## src/rtl/pcie_pkg.sv

```systemverilog
// Shared receive-path constants and deskew state encoding.
package pcie_pkg;
  localparam logic [7:0] COM          = 8'hBC;
  localparam int         NUM_LANES    = 4;
  localparam int         DESKEW_DEPTH = 4;

  typedef enum logic {
    SEARCH  = 1'b0,
    ALIGNED = 1'b1
  } deskew_state_e;
endpackage

```

## src/rtl/lane_deskew_if.sv

```systemverilog
// Lane-side and aligned-side signals of the four-lane deskew stage.
interface lane_deskew_if;
  import pcie_pkg::*;

  logic [NUM_LANES-1:0]      in_valid;
  logic [NUM_LANES-1:0][7:0] lane;
  logic [NUM_LANES-1:0][7:0] out_data;
  logic                      out_valid;
  logic                      aligned;
  logic                      skew_err;

  modport master (
    output in_valid, lane,
    input  out_data, out_valid, aligned, skew_err
  );

  modport slave (
    input  in_valid, lane,
    output out_data, out_valid, aligned, skew_err
  );
endinterface

```

## src/rtl/deskew_lane_fifo.sv

```systemverilog
// Per-lane COM-locked circular buffer; discards bytes until the first COM.
module deskew_lane_fifo
  import pcie_pkg::*;
#(
  parameter int DEPTH = DESKEW_DEPTH
) (
  input  logic       clk_i,
  input  logic       reset_i,
  input  logic       wr_valid_i,
  input  logic [7:0] wr_data_i,
  input  logic       pop_i,
  input  logic       flush_i,
  output logic [7:0] head_o,
  output logic       empty_o,
  output logic       full_o,
  output logic       locked_o,
  output logic       wr_en_o
);
  localparam int PW = (DEPTH > 1) ? $clog2(DEPTH) : 1;
  localparam int CW = $clog2(DEPTH + 1);

  logic [7:0]    mem_q [DEPTH];
  logic [PW-1:0] wptr_q, rptr_q;
  logic [CW-1:0] cnt_q;
  logic          locked_q;
  logic          wr_en;

  assign wr_en    = wr_valid_i && (locked_q || wr_data_i == COM);
  assign wr_en_o  = wr_en;
  assign empty_o  = (cnt_q == '0);
  assign full_o   = (cnt_q == CW'(DEPTH));
  assign locked_o = locked_q;
  assign head_o   = mem_q[rptr_q];

  always_ff @(posedge clk_i) begin
    if (wr_en && !flush_i && !reset_i) mem_q[wptr_q] <= wr_data_i;
  end

  always_ff @(posedge clk_i) begin
    if (reset_i || flush_i) begin
      locked_q <= 1'b0;
      wptr_q   <= '0;
      rptr_q   <= '0;
      cnt_q    <= '0;
    end else begin
      if (wr_en) begin
        locked_q <= 1'b1;
        wptr_q   <= (wptr_q == PW'(DEPTH - 1)) ? '0 : wptr_q + PW'(1);
      end
      if (pop_i) rptr_q <= (rptr_q == PW'(DEPTH - 1)) ? '0 : rptr_q + PW'(1);
      case ({wr_en, pop_i})
        2'b10:   cnt_q <= cnt_q + CW'(1);
        2'b01:   cnt_q <= cnt_q - CW'(1);
        default: cnt_q <= cnt_q;
      endcase
    end
  end
endmodule

```

## src/rtl/lane_deskew.sv

```systemverilog
// Four-lane COM deskew: releases lock-stepped tuples, flushes on skew faults.
// Optional re-acquisition counter enabled by LANE_DESKEW_STATS_EN.
//
//   state   | meaning
//   SEARCH  | waiting for every lane to lock and hold data; ALIGNED low
//   ALIGNED | at least one good tuple released since the last flush
module lane_deskew
  import pcie_pkg::*;
#(
  parameter int DEPTH = DESKEW_DEPTH
) (
  input  logic          clk_i,
  input  logic          reset_i,
  lane_deskew_if.slave  bus
`ifdef LANE_DESKEW_STATS_EN
  ,
  output logic [7:0]    resync_cnt_o
`endif
);
  localparam int CNT_W = $clog2(NUM_LANES + 1);

  logic [NUM_LANES-1:0]      empty, full, locked, wr_en, ovf;
  logic [NUM_LANES-1:0][7:0] head;
  logic [CNT_W-1:0]          com_cnt;
  logic                      pop, misalign, err;

  for (genvar g = 0; g < NUM_LANES; g++) begin : g_lane
    deskew_lane_fifo #(.DEPTH(DEPTH)) u_fifo (
      .clk_i      (clk_i),
      .reset_i    (reset_i),
      .wr_valid_i (bus.in_valid[g]),
      .wr_data_i  (bus.lane[g]),
      .pop_i      (pop),
      .flush_i    (err),
      .head_o     (head[g]),
      .empty_o    (empty[g]),
      .full_o     (full[g]),
      .locked_o   (locked[g]),
      .wr_en_o    (wr_en[g])
    );
  end

  assign pop = (&locked) && !(|empty);

  always_comb begin
    com_cnt = '0;
    for (int i = 0; i < NUM_LANES; i++) com_cnt = com_cnt + CNT_W'(head[i] == COM);
  end

  // A full lane may still accept a byte when the same edge pops it.
  assign ovf      = wr_en & full & {NUM_LANES{~pop}};
  assign misalign = pop && (com_cnt != '0) && (com_cnt != CNT_W'(NUM_LANES));
  assign err      = misalign || (|ovf);

  deskew_state_e             state_q;
  logic [NUM_LANES-1:0][7:0] out_q;
  logic                      out_valid_q, skew_err_q;

  always_ff @(posedge clk_i) begin
    if (reset_i) begin
      state_q     <= SEARCH;
      out_q       <= '0;
      out_valid_q <= 1'b0;
      skew_err_q  <= 1'b0;
    end else begin
      out_valid_q <= 1'b0;
      skew_err_q  <= 1'b0;
      case (state_q)
        SEARCH: begin
          if (err) begin
            skew_err_q <= 1'b1;
          end else if (pop) begin
            out_q       <= head;
            out_valid_q <= 1'b1;
            state_q     <= ALIGNED;
          end
        end
        ALIGNED: begin
          if (err) begin
            skew_err_q <= 1'b1;
            state_q    <= SEARCH;
          end else if (pop) begin
            out_q       <= head;
            out_valid_q <= 1'b1;
          end
        end
        default: state_q <= SEARCH;
      endcase
    end
  end

  assign bus.out_data  = out_q;
  assign bus.out_valid = out_valid_q;
  assign bus.skew_err  = skew_err_q;
  assign bus.aligned   = (state_q == ALIGNED);

`ifdef LANE_DESKEW_STATS_EN
  logic [7:0] resync_q;

  always_ff @(posedge clk_i) begin
    if (reset_i) begin
      resync_q <= '0;
    end else if (err && resync_q != 8'hFF) begin
      resync_q <= resync_q + 8'd1;
    end
  end

  assign resync_cnt_o = resync_q;
`endif
endmodule

```

## src/flat_wrapper.sv

```systemverilog
// flat-port wrapper written by rule: the top's interface ports become plain ports
module lane_deskew_flat import pcie_pkg::*;
#(
  parameter int DEPTH = DESKEW_DEPTH
)
  (clk_i, reset_i, bus_in_valid, bus_lane, bus_out_data, bus_out_valid, bus_aligned, bus_skew_err);
  lane_deskew_if bus_i ();
  input  logic clk_i;
  input  logic reset_i;
  input wire logic [$bits(bus_i.in_valid)-1:0] bus_in_valid;
  input wire logic [$bits(bus_i.lane)-1:0] bus_lane;
  output wire logic [$bits(bus_i.out_data)-1:0] bus_out_data;
  output wire logic [$bits(bus_i.out_valid)-1:0] bus_out_valid;
  output wire logic [$bits(bus_i.aligned)-1:0] bus_aligned;
  output wire logic [$bits(bus_i.skew_err)-1:0] bus_skew_err;
  assign bus_i.in_valid = bus_in_valid;
  assign bus_i.lane = bus_lane;
  assign bus_out_data = bus_i.out_data;
  assign bus_out_valid = bus_i.out_valid;
  assign bus_aligned = bus_i.aligned;
  assign bus_skew_err = bus_i.skew_err;
  lane_deskew #(.DEPTH(DEPTH)) u_core (.clk_i(clk_i), .reset_i(reset_i), .bus(bus_i));
endmodule
```

## config.mk

```make
export PLATFORM = sky130hd
export DESIGN_NAME = lane_deskew_flat
export DESIGN_NICKNAME = d
export VERILOG_FILES = /design/src/rtl/pcie_pkg.sv /design/src/rtl/lane_deskew_if.sv /design/src/rtl/deskew_lane_fifo.sv /design/src/rtl/lane_deskew.sv /design/src/flat_wrapper.sv
export SDC_FILE = /design/constraint.sdc
export NUM_CORES = 1
export LEC_CHECK = 0
export ABC_AREA = 1
export ABC_CLOCK_PERIOD_IN_PS = 4600
export BUFFER_PORTS_ARGS = -buffer_cell sky130_fd_sc_hd__buf_4
export CORE_UTILIZATION = 30
export DETAILED_ROUTE_END_ITERATION = 8
export SLEW_MARGIN = 25
export SYNTH_ARGS = -nofsm -noshare
export SYNTH_HDL_FRONTEND = slang
export SYNTH_HIERARCHICAL = 1
export SYNTH_SLANG_ARGS = --single-unit
```

## constraint.sdc

```tcl
create_clock -name clk_i -period 4.6 [get_ports clk_i]
set_clock_uncertainty 0.1 [all_clocks]
set_input_delay 0.23 -clock clk_i [delete_from_list [all_inputs] [get_ports clk_i]]
set_output_delay 0.23 -clock clk_i [all_outputs]
set_load 0.01 [all_outputs]
```

After elaboration in Yosys (flattened, before gate mapping)
Memory sizes are Yosys's and may differ from the RTL's. A register that Yosys moved wholly into a read port is not among the register bits.
Cells that the tools add are included.
{"block": "totals", "latch_bits": 0, "inputBits": 38, "romBits": 0, "ramBits": 128, "regBits": 67, "memories": 4, "elab_cells": 152}
{"memory": "u_core.g_lane[0].u_fifo.mem_q", "depth": 4, "width": 8, "read_ports": 1, "rd_clocked_by_memory_dff": 1, "write_ports": 1, "line": "deskew_lane_fifo.sv:22", "source": "logic [7:0] mem_q [DEPTH];"}
{"memory": "u_core.g_lane[1].u_fifo.mem_q", "depth": 4, "width": 8, "read_ports": 1, "rd_clocked_by_memory_dff": 1, "write_ports": 1, "line": "deskew_lane_fifo.sv:22"}
{"memory": "u_core.g_lane[2].u_fifo.mem_q", "depth": 4, "width": 8, "read_ports": 1, "rd_clocked_by_memory_dff": 1, "write_ports": 1, "line": "deskew_lane_fifo.sv:22"}
{"memory": "u_core.g_lane[3].u_fifo.mem_q", "depth": 4, "width": 8, "read_ports": 1, "rd_clocked_by_memory_dff": 1, "write_ports": 1, "line": "deskew_lane_fifo.sv:22"}
{"block": "classes", "n_reduce_logical": 37, "eq_ne": 29, "n_addsub": 19, "muxes": 35, "div": 0, "order_cmp": 0, "multipliers": 0, "shift": 0, "bitwise_logic": 5}
{"op": "8-bit == test (second input constant)", "count": 8}
{"op": "32-bit 2-to-1 mux", "count": 2}
{"op": "2-bit 2-to-1 mux", "count": 16}
{"op": "2-bit == test (second input constant)", "count": 12}
{"op": "3-bit case mux with 2 select lines", "count": 4}
{"op": "2-bit by 1-bit adder with 2-bit output (second input constant)", "count": 8}
{"op": "1-bit logical AND", "count": 15}
{"op": "3-bit by 1-bit adder with 3-bit output (second input constant)", "count": 4}
{"op": "3-bit == test (second input constant)", "count": 4}
{"op": "3-bit zero test", "count": 4}
{"op": "1-bit 2-to-1 mux", "count": 12}
{"op": "3-bit by 1-bit subtractor with 3-bit output (second input constant)", "count": 4}
{"op": "4-bit AND", "count": 2}
{"op": "2-bit by 1-bit == test with 1-bit output (second input constant)", "count": 4}
{"op": "2-bit nonzero test", "count": 4}
{"op": "4-bit OR reduction", "count": 2}
{"op": "3-bit by 1-bit adder with 3-bit output", "count": 2}
{"op": "1-bit logical OR", "count": 6}
{"op": "4-bit AND reduction", "count": 1}
{"op": "1-bit zero test", "count": 3}
{"op": "3-bit inequality test (second input constant)", "count": 1}
{"op": "1-bit inverter", "count": 3}
{"op": "3-bit nonzero test", "count": 1}
{"op": "1-bit by 1-bit adder with 2-bit output", "count": 1}
{"op": "2 further kinds", "count": 2}

Logic depth before layout (Yosys ltp)
Gate-level depths: netlist (run 1).
{"block": "logic_depth", "word_depth": 13, "ltp_mapped": 19, "ltp_nobuf": 18}

Hierarchy
Netlist (run 1), hierarchy kept.
{"mod": "deskew_lane_fifo at u_core.g_lane[0].u_fifo ...", "instances": 2, "cells_each": 152, "area_per_inst_um2": 1762.9, "seq_area_each_um2": 1161.1}
{"mod": "lane_deskew", "instances": 1, "cells_each": 267, "area_per_inst_um2": 1784.2, "seq_area_each_um2": 700.7}
{"mod": "deskew_lane_fifo at u_core.g_lane[3].u_fifo", "instances": 1, "cells_each": 154, "area_per_inst_um2": 1779.2, "seq_area_each_um2": 1161.1}
{"mod": "deskew_lane_fifo at u_core.g_lane[1].u_fifo", "instances": 1, "cells_each": 152, "area_per_inst_um2": 1757.9, "seq_area_each_um2": 1161.1}

Least setup slack after synthesis (run 1)
Ideal clock, no wire load.
{"block": "synth_timing", "kind": "flip-flop to flip-flop", "from": "register with a tool-made name", "to": "memory u_core.g_lane[3].u_fifo.mem_q[0][0] (enable)", "path_buffers": 1, "synth_period_minus_slack_ps": 3880, "setup_ps": 370, "t_arrival_ps": 3410, "required_time_ps": 4130, "slack_ps": 720, "stages_incl_launch_ff": 18, "cell_sequence": "dfxtp_1 inv_2 buf_6 o21ai_1 o22ai_1 nor4_1 nand2_1 fa_1 inv_1 ha_1 o21bai_1 nor2_2 nand2_1 nand2_1 inv_2 nor2_2 inv_1 nor3_2"}
{"element": "to (decl)", "line": "deskew_lane_fifo.sv:22"}

==> results of run 1 <==
==> cell families after synthesis <==
logic type,after synthesis,synth area share [%]
AOI/OAI and AO/OA,138,8.90
adders and majority gates,30,4.67
buffers and inverters,140,7.35
DFF,203,60.4
and+or+nand+nor,366,18.7
==> flip-flops by register name (all words and copies together) (netlist names), 4 cells and up, named ones only <==
| name | cells |
|---|---|
| u_core/g_lane.u_fifo/wptr_q | 8 |
| u_core/bus.out_data | 32 |
| u_core/g_lane.u_fifo/rptr_q | 8 |
| u_core/g_lane.u_fifo/cnt_q | 12 |
| u_core/g_lane.u_fifo/locked_o | 4 |
| u_core/g_lane.u_fifo/mem_q | 128 |
==> timing repair <==
item | CTS | global route
hold endpoints to repair | 140 | 0
setup buffers | 0 | 0
resized for setup | 0 | 5
endpoints found under the setup margin | 0 | 96
hold buffers | 37 | 0
==> placed cells by master, fill, tap and decap left out, drive strengths merged <==
| cell type | n |
|---|---|
| a21oi | 29 |
| buf | 77 |
| bufinv | 3 |
| clkbuf | 30 |
| clkinv | 8 |
| dfxtp | 75 |
| dlygate4sd3 | 37 |
| edfxtp | 128 |
| fa | 5 |
| ha | 25 |
| inv | 119 |
| nand2 | 108 |
| nand3 | 34 |
| nand4 | 2 |
| nor2 | 198 |
| nor2b | 1 |
| nor3 | 17 |
| nor4 | 6 |
| o21ai | 76 |
| o21bai | 1 |
| o22ai | 32 |
==> power by group <==
group | leakage [nW] | switching [W] | internal (W)
logic | 2.12 | 0.0000614 | 0.0000521
clock network | 0.391 | 0.000690 | 0.00117
registers | 1.76 | 0.000000924 | 0.00193
==> Yosys cell counts (2+ instances only) <==
| cell type | count | area, um^2 |
|---|---|---|
| o21ai_0 | 60 | 300 |
| nor2_4 | 4 | 45.0 |
| nand3_1 | 34 | 170 |
| o21ai_2 | 10 | 87.6 |
| fa_1 | 5 | 100 |
| nor2_2 | 18 | 113 |
| clkinv_2 | 3 | 15.0 |
| buf_1 | 2 | 7.51 |
| nor3_2 | 4 | 40.0 |
| inv_2 | 9 | 33.8 |
| buf_4 | 2 | 15.0 |
| a21oi_1 | 28 | 140 |
| ha_1 | 25 | 313 |
| o21ai_1 | 6 | 30.0 |
| inv_1 | 107 | 402 |
| buf_6 | 15 | 169 |
| nand4_1 | 2 | 12.5 |
| nor2_1 | 175 | 657 |
| o22ai_2 | 2 | 25.0 |
| dfxtp_1 | 75 | 1500 |
| o22ai_1 | 30 | 188 |
| nor3_1 | 13 | 65.1 |
| nand2_4 | 8 | 90.1 |
| nor4_1 | 6 | 37.5 |
| nand2_1 | 95 | 357 |
| nand2_2 | 5 | 31.3 |
| edfxtp_1 | 128 | 3840 |
==> worst register-to-register path: cells and delay by family, from the launching register on <==
family,cells,cell delay (ns)
AND/OR/NAND/NOR,7,1.30
adder cells (fa/ha/maj),2,0.85
flip-flops,1,0.51
buffers and inverters,4,0.51
AO/OA/AOI/OAI,3,0.49
==> per-layer routing <==
metal / up-vias / track usage [%] / routed length [um]
li1: 3146 / - / -
met1: 2781 / 16.0 / 8550
met2: 153 / 22.7 / 9590
met3: 31 / 1.80 / 855
met4: 0 / 4.31 / 391
met5: - / 0 / 0
==> path summary, 6_finish.rpt <==
check / depth (start not counted) / endpoint
worst max-delay path: 16 / u_core/g_lane[3].u_fifo/mem_q[0][3]$_DFFE_PP_
worst min-delay path: 2 / flip-flop
worst max register to register: 16 / u_core/g_lane[3].u_fifo/mem_q[0][3]$_DFFE_PP_
worst min register to register: 2 / flip-flop
==> stage by stage <==
stage	utilization [%]	worst slack (ns)	instances
global route	37.7	0.118	1395
detailed placement	33.6	0.158	1318
global placement	33.6	0.278	1318
floorplan	-	0.720	877
finish	37.7	0.483	1395
CTS	37.7	0.121	1395
==> area by class of cell <==
class	instances	area [um^2]
fill	2854	18000
multi-input combinational	534	2860
clock inverter	10	131
inverter	120	454
sequential	203	5350
tap	384	480
clock buffer	30	654
timing repair buffer	114	948
==> flow_metrics.py, run 1 <==
metrics = {
    "placement": {
        "placed_cell_area_mm2": 0.00971,
        "port_buffers": 72,
        "gp_congestion": 0.856,
        "dpl.hpwl_um": 13900,
    },
    "global_routing": {
        "grt_overflow_total": 0,
        "grt_pass1_vias": 6178,
        "grt_max_degree": 35,
        "antenna_found_initial": 0,
        "grt_usage_pct": 12.8,
        "grt_pass1_wl_um": 31000,
    },
    "pwr": {
        "power_density_mw_per_mm2": 359,
        "leakage_nw": 4.27,
        "power_w": 0.00391,
        "peakVddDrop_v": 0.000249,
    },
    "route": {
        "wl_per_cell_um": 13.9,
        "via_count": 6111,
        "drt-pass1-iter-count": 5,
        "antenna_left": 0,
        "drt_iter0_drc": 450,
        "drt-vias-per-instance": 4.38,
        "drcViolationCount": 0,
        "wl_um": 19400,
    },
    "finish": {
        "stdcell_area_mm2": 0.0109,
        "synthToLayoutAreaGrowth_pct": 23.0,
        "layout-drive-gt1-share_pct": 18.0,
        "finalNetCount": 1063,
        "antenna-diode-count": 0,
    },
    "setup_path": {
        "cp.required_ns": 4.64,
        "crit_path_cell_trace": "inv_2 -> o21ai_0 -> o22ai_1 -> nor4_1 -> nand2_1 -> fa_1 -> inv_1 -> ha_1 -> o21bai_1 -> nor2_2 -> nand2_1 -> nand2_1 -> inv_2 -> nor2_2 -> inv_1 -> nor3_4",
        "cp_common_cell": "nand2_1",
        "crit_type": "reg -> reg",
        "crit_fanout": 17,
        "cp-end-kind": "flip-flop",
        "arrival_ns": 4.16,
        "cp_slowest_stage_delay_ns": 0.56,
        "r2r_setup_slack_ns": 0.48,
        "start_kind": "flip-flop",
        "crit_family": "simple AND/OR/NAND/NOR gates",
        "cp_num_buf_inv": 4,
        "slowest_stage": "fa_1",
    },
    "synth": {
        "synthFlopType": "edfxtp_1",
        "async_flop_share_pct": 0,
        "synth.avg_cell_area_um2": 10.1,
        "postSynthCellCount": 877,
        "synth_area_mm2": 0.00885,
        "yosys_warnings": 6,
        "syn-num-nets": 945,
        "ys_types": 33,
        "synth_seq_cells": 203,
        "ys_seq_area_share_pct": 60.4,
        "synth_edf_count": 128,
    },
    "cts": {
        "clk_pin_slew_ns": 0.06,
        "root_buffer": "clkbuf_16",
        "clk_path_buf_depth": 3,
        "cts_tree": "yes",
        "cts_htree_levels": 1,
        "cts_buffers": 22,
        "insertion_delay_ns": 0.50,
        "cts.sinks": 203,
    },
    "outcome": {
        "run_status": "finished clean",
    },
    "floorplanning": {
        "row_count": 62,
        "io_pins": 73,
        "die_w_um": 174,
        "dieArea_mm2": 0.0302,
        "die_h_um": 174,
        "initial_utilization_pct": 30.7,
        "core_area_mm2": 0.0289,
    },
    "sta": {
        "finalCritPeriodShare_pct": 89.5,
        "setup_viol": 0,
        "fmax_mhz": 243,
        "relSlewSlack_pct": 59.8,
        "tightest_slew_ns": 0.602,
        "finalSetupTns_ns": 0,
        "hold_violations": 0,
        "slew_viol_final": 0,
        "hold_ws_ns": 0.382,
        "rsz0062_at_grt": "no",
        "finalCriticalPeriod_ns": 4.12,
    },
    "worst_hold_path": {
        "hold_path.startpoint": "u_core/g_lane[3].u_fifo/rptr_q[1]$_SDFFE_PP0P_",
        "hp-class": "reg -> reg",
    },
    "flow_run": {
        "maxCapViolCount": 0,
    },
}
(Power assumes the default switching activity.)
==> run 2, diff against run 1 <==
--- a/config.mk
+++ b/config.mk
@@ -8,8 +8,10 @@
 export ABC_AREA = 1
 export ABC_CLOCK_PERIOD_IN_PS = 4600
 export BUFFER_PORTS_ARGS = -buffer_cell sky130_fd_sc_hd__buf_4
+export CORE_MARGIN = 4
 export CORE_UTILIZATION = 30
 export DETAILED_ROUTE_END_ITERATION = 8
+export GPL_ROUTABILITY_DRIVEN = 0
 export SLEW_MARGIN = 25
 export SYNTH_ARGS = -nofsm -noshare
 export SYNTH_HDL_FRONTEND = slang
==> flow_metrics.py, run 2 (same netlist as run 1, synthesis figures left out) <==
metrics = {
    "floorplanning": {
        "die_w_um": 180,
        "initial_utilization_pct": 30.6,
        "core_area_mm2": 0.0289,
        "dieArea_mm2": 0.0323,
        "die_h_um": 180,
        "row_count": 62,
        "io_pins": 73,
    },
    "sta": {
        "relSlewSlack_pct": 60.0,
        "rsz0062_at_grt": "no",
        "finalCritPeriodShare_pct": 89.8,
        "finalSetupTns_ns": 0,
        "tightest_slew_ns": 0.599,
        "fin_ws_ns": 0.469,
        "finalCriticalPeriod_ns": 4.13,
        "slew_viol_final": 0,
        "fmax_mhz": 242,
        "setup_viol": 0,
        "hold_violations": 0,
    },
    "setup_path": {
        "arrival_ns": 4.18,
        "crit_path_end": "u_core/g_lane[3].u_fifo/mem_q[2][4]$_DFFE_PP_",
        "crit_type": "reg -> reg",
        "cp-end-kind": "flip-flop",
        "start_kind": "flip-flop",
        "r2r_cells": 17,
        "crit_fanout": 9,
        "cp.required_ns": 4.65,
        "r2r_setup_slack_ns": 0.47,
        "r2r-end": "u_core/g_lane[3].u_fifo/mem_q[2][4]$_DFFE_PP_",
    },
    "finish": {
        "final_cell_mix": "175 x nor2_1, 128 x edfxtp_1, 107 x inv_1",
        "utilization_pct": 37.3,
        "finalNetCount": 1063,
        "antenna-diode-count": 0,
        "largest_reg_flops": 128,
        "synthToLayoutAreaGrowth_pct": 21.9,
        "layout_commonest_cell": "nor2_1",
        "finalNonFillerCells": 1393,
        "top_register": "u_core/g_lane.u_fifo/mem_q",
        "layout-drive-gt1-share_pct": 17.4,
    },
    "global_routing": {
        "grt_pass1_wl_um": 31700,
        "grt_pass1_vias": 6264,
        "grt_overflow_total": 0,
        "antenna_found_initial": 0,
        "grt_max_degree": 35,
        "grt_usage_pct": 11.8,
    },
    "pwr": {
        "power_density_mw_per_mm2": 347,
        "leakage_nw": 4.22,
        "power_w": 0.00374,
        "peakVddDrop_v": 0.000200,
    },
    "route": {
        "drcViolationCount": 0,
        "wl_per_cell_um": 14.2,
        "via_count": 6261,
        "wl_um": 19800,
        "drt-vias-per-instance": 4.49,
        "drt_iter0_drc": 284,
        "antenna_left": 0,
        "drt-pass1-iter-count": 4,
    },
    "cts": {
        "cts_htree_levels": 1,
        "cts_tree": "yes",
        "root_buffer": "clkbuf_16",
        "clk_pin_slew_ns": 0.06,
        "cts_buffers": 21,
        "cts.sinks": 203,
        "post-cts-setup-buffers": 0,
        "insertion_delay_ns": 0.49,
        "clk_path_buf_depth": 3,
    },
    "placement": {
        "dpl_worst_slack_ns": 0.171,
        "dp_cells": 1319,
        "dpl.hpwl_um": 14300,
        "port_buffers": 72,
    },
    "flow_run": {
        "maxCapViolCount": 0,
    },
    "worst_hold_path": {
        "hp-class": "reg -> reg",
    },
    "outcome": {
        "run_status": "finished clean",
    },
}
[run 2: timing repair]
item                       4_1_cts  5_1_grt
hold buffers                    37        0
setup endpoints to repair        0       32
resized for setup                0        4
hold endpoints to repair       140        0
[run 2: where the power goes]
part,internal (W),leakage (nW),total [W],switching (W)
sequential,0.00193,1.75,0.00193,0.000000896
clock,0.00102,0.328,0.00169,0.000675
combinational,0.0000521,2.14,0.000113,0.0000607
total,0.00300,4.22,0.00374,0.000736
[run 2: worst max-delay path, stage by stage (launching register included)]
cell and delay (ns):
dfxtp_1 0.50, buf_4 0.23, nor2_1 0.06, o22ai_1 0.19, inv_1 0.09, nor4_1 0.29, nand2_1 0.17, fa_1 0.50
inv_1 0.05, ha_1 0.29, o21bai_1 0.17, nor2_2 0.10, nand2_1 0.06, nand2_1 0.12, inv_2 0.10, nor2_2 0.13
inv_1 0.19, nor3_4 0.42
[run 2: per-stage QoR]
stage               cell area [um^2]  hold slack [ns]
global placement                9720            0.353
detailed placement              9720            0.358
floorplan                       8850            0.202
CTS                            10800            0.386
finish                         10800            0.380
global route                   10800            0.395
[run 2: how the worst min path moves through the flow]
stage          slack (ns)  cells past startpoint                                  from                                             to
3_3_place_gp         0.35                      1                          bus_lane[17]  u_core/g_lane[2].u_fifo/mem_q[0][1]$_DFFE_PP_
6_report             0.38                      2  u_core/bus.out_data[11]$_SDFFE_PP0P_           u_core/bus.out_data[11]$_SDFFE_PP0P_
2_1_floorplan        0.20                      1                               reset_i                 u_core/bus.skew_err$_SDFF_PP0_
3_5_place_dp         0.36                      1                          bus_lane[12]  u_core/g_lane[1].u_fifo/mem_q[1][4]$_DFFE_PP_
5_1_grt              0.40                      2                          bus_lane[18]  u_core/g_lane[2].u_fifo/mem_q[3][2]$_DFFE_PP_
4_1_cts              0.39                      2  u_core/bus.out_data[11]$_SDFFE_PP0P_           u_core/bus.out_data[11]$_SDFFE_PP0P_
[run 2: layout make-up]
type | instances | area, um^2
Fill cell | 2840 | 18100
Sequential cell | 203 | 5350
Multi-Input combinational cell | 534 | 2860
Timing Repair Buffer | 115 | 956
Clock buffer | 28 | 552
Tap cell | 384 | 480
Inverter | 120 | 454
Clock inverter | 9 | 135
[run 2: metal layers]
layer / track usage [%] / vias to the layer above / wire [um]
met4: 4.42 / 0 / 515
met5: 0 / - / 0
met3: 2.00 / 35 / 870
li1: - / 3138 / -
met1: 14.7 / 2957 / 8610
met2: 20.8 / 131 / 9780
==> run 3, diff against run 2 <==
--- a/config.mk
+++ b/config.mk
@@ -8,7 +8,7 @@
 export ABC_AREA = 1
 export ABC_CLOCK_PERIOD_IN_PS = 4600
 export BUFFER_PORTS_ARGS = -buffer_cell sky130_fd_sc_hd__buf_4
-export CORE_MARGIN = 4
+export CORE_MARGIN = 2
 export CORE_UTILIZATION = 30
 export DETAILED_ROUTE_END_ITERATION = 8
 export GPL_ROUTABILITY_DRIVEN = 0
==> flow_metrics.py, run 3 (same netlist as run 1, synthesis figures left out) <==
metrics = {
    "floorplanning": {
        "initial_utilization_pct": 30.7,
        "row_count": 62,
        "die_h_um": 176,
        "core_area_mm2": 0.0289,
        "dieArea_mm2": 0.0309,
        "io_pins": 73,
        "die_w_um": 176,
    },
    "setup_path": {
        "crit_type": "reg -> reg",
        "crit_family": "simple AND/OR/NAND/NOR gates",
        "start_kind": "flip-flop",
        "cp-end-kind": "flip-flop",
        "cp.required_ns": 4.64,
        "cp_common_cell": "nand2_1",
        "crit_path_cell_trace": "inv_2 -> o21ai_1 -> o22ai_1 -> nor4_1 -> nand2_1 -> fa_1 -> inv_1 -> ha_1 -> o21bai_1 -> nor2_2 -> nand2_1 -> nand2_1 -> inv_2 -> nor2_2 -> inv_1 -> nor3_4",
        "arrival_ns": 4.22,
        "cp_num_buf_inv": 4,
        "crit_fanout": 17,
        "cp_slowest_stage_delay_ns": 0.57,
        "slowest_stage": "fa_1",
    },
    "pwr": {
        "intPower_w": 0.00316,
        "comb_power_share_pct": 2.9,
        "seq_power_share_pct": 49.4,
        "leakage_nw": 4.25,
        "peakVddDrop_v": 0.000213,
        "power_w": 0.00391,
        "power_density_mw_per_mm2": 359,
        "switching_share_pct": 19.2,
        "p_clk_share_pct": 47.6,
        "switching_power_w": 0.000751,
    },
    "sta": {
        "fin_ws_ns": 0.419,
        "slew_viol_final": 0,
        "rsz0062_at_grt": "no",
        "finalCriticalPeriod_ns": 4.18,
        "setup_viol": 0,
        "fmax_mhz": 239,
        "finalSetupTns_ns": 0,
        "tightest_slew_ns": 0.630,
        "hold_violations": 0,
        "relSlewSlack_pct": 58.0,
        "finalCritPeriodShare_pct": 90.9,
    },
    "finish": {
        "synthToLayoutAreaGrowth_pct": 23.1,
        "register_area_mm2": 0.00535,
        "antenna-diode-count": 0,
        "layout-drive-gt1-share_pct": 17.7,
        "largest_reg_flops": 128,
        "nFillCells": 2873,
        "finalNonFillerCells": 1396,
        "multi_input_area_mm2": 0.00286,
        "finalNetCount": 1064,
        "top_register": "u_core/g_lane.u_fifo/mem_q",
        "layout_commonest_cell": "nor2_1",
        "utilization_pct": 37.7,
        "final_cell_mix": "175 x nor2_1, 128 x edfxtp_1, 107 x inv_1",
    },
    "placement": {
        "port_buffers": 72,
        "dp_cells": 1319,
        "dpl_worst_slack_ns": 0.127,
        "dpl.hpwl_um": 14300,
    },
    "global_routing": {
        "grt_overflow_total": 0,
        "antenna_found_initial": 0,
        "grt_pass1_wl_um": 31400,
        "grt_max_degree": 35,
        "grt_pass1_vias": 6218,
        "grt_usage_pct": 12.7,
    },
    "cts": {
        "post-cts-setup-buffers": 0,
        "cts_tree": "yes",
        "cts_buffers": 22,
        "root_buffer": "clkbuf_16",
        "cts.sinks": 203,
        "clk_pin_slew_ns": 0.06,
        "insertion_delay_ns": 0.50,
        "cts_htree_levels": 1,
        "clk_path_buf_depth": 3,
    },
    "route": {
        "drt-pass1-iter-count": 5,
        "wl_um": 20000,
        "drt_iter0_drc": 376,
        "wl_per_cell_um": 14.3,
        "antenna_left": 0,
        "via_count": 6257,
        "drcViolationCount": 0,
        "drt-vias-per-instance": 4.48,
    },
    "worst_hold_path": {
        "hp-class": "reg -> reg",
    },
    "outcome": {
        "run_status": "finished clean",
    },
    "flow_run": {
        "maxCapViolCount": 0,
    },
}
==> run 3: cell types whose count changed in the layout (fill, tap and decap cells not counted) <==
cell | before | now
clkbuf_1 | 7 | 4
clkbuf_16 | 21 | 24
clkinv_1 | 1 | 4
clkinv_2 | 5 | 3
clkinv_4 | 1 | 3
bufinv_16 | 3 | 4
inv_8 | 1 | 0
==> run 3: power groups by stage <==
stage / logic, W / registers (W) / clock network [W]
3_5_place_dp: 0.0000899 / 0.00197 / 0
3_3_place_gp: 0.0000899 / 0.00197 / 0
2_1_floorplan: 0.0000286 / 0.00197 / 0
5_1_grt: 0.000126 / 0.00193 / 0.00198
6_report: 0.000114 / 0.00193 / 0.00186
4_1_cts: 0.000116 / 0.00193 / 0.00192
==> run 3: layout make-up <==
cell class | instances | area share (%)
clock buffers | 28 | 5.65
clock inverters | 12 | 1.59
inverters | 120 | 4.17
multi-input cells | 534 | 26.3
flip-flops and latches | 203 | 49.1
well taps | 384 | 4.41
repair buffers | 115 | 8.78
==> run 3: layer usage <==
metal	vias up	global-route usage, %	share of wire [%]
met5	-	0	0
met4	0	4.61	2.8
met3	39	2.45	5.4
met2	140	22.2	49
met1	2930	15.6	43
li1	3148	-	-
==> run 3: what timing repair did <==
action / CTS / global route
resized for setup: 0 / 4
hold buffers: 37 / 0
endpoints found under the setup margin: 0 / 128
endpoints found under the hold margin: 141 / 0
==> run 3: worst paths after layout <==
| kind | startpoint | end | slack, ns | cells after the start |
|---|---|---|---|---|
| worst max-delay path | flip-flop | u_core/g_lane[3].u_fifo/mem_q[0][3]$_DFFE_PP_ | 0.42 | 16 |
| worst min register to register | u_core/g_lane[3].u_fifo/rptr_q[1]$_SDFFE_PP0P_ | flip-flop | 0.38 | 2 |
| worst max register to register | flip-flop | u_core/g_lane[3].u_fifo/mem_q[0][3]$_DFFE_PP_ | 0.42 | 16 |
| worst min-delay path | u_core/g_lane[3].u_fifo/rptr_q[1]$_SDFFE_PP0P_ | flip-flop | 0.38 | 2 |
==> run 3: tightest hold or removal path: cells and delay by family, from the launching register on <==
| kind | cells | cell delay (ns) |
|---|---|---|
| DFF | 1 | 0.31 |
| AOI/OAI and AO/OA | 1 | 0.06 |
| and+or+nand+nor | 1 | 0.06 |
==> run 3: metrics by stage <==
step | instance area [um^2] | hold slack (ns)
CTS | 10900 | 0.380
global route | 10900 | 0.407
finish | 10900 | 0.381
detailed placement | 9720 | 0.354
floorplan | 8850 | 0.202
global placement | 9720 | 0.353
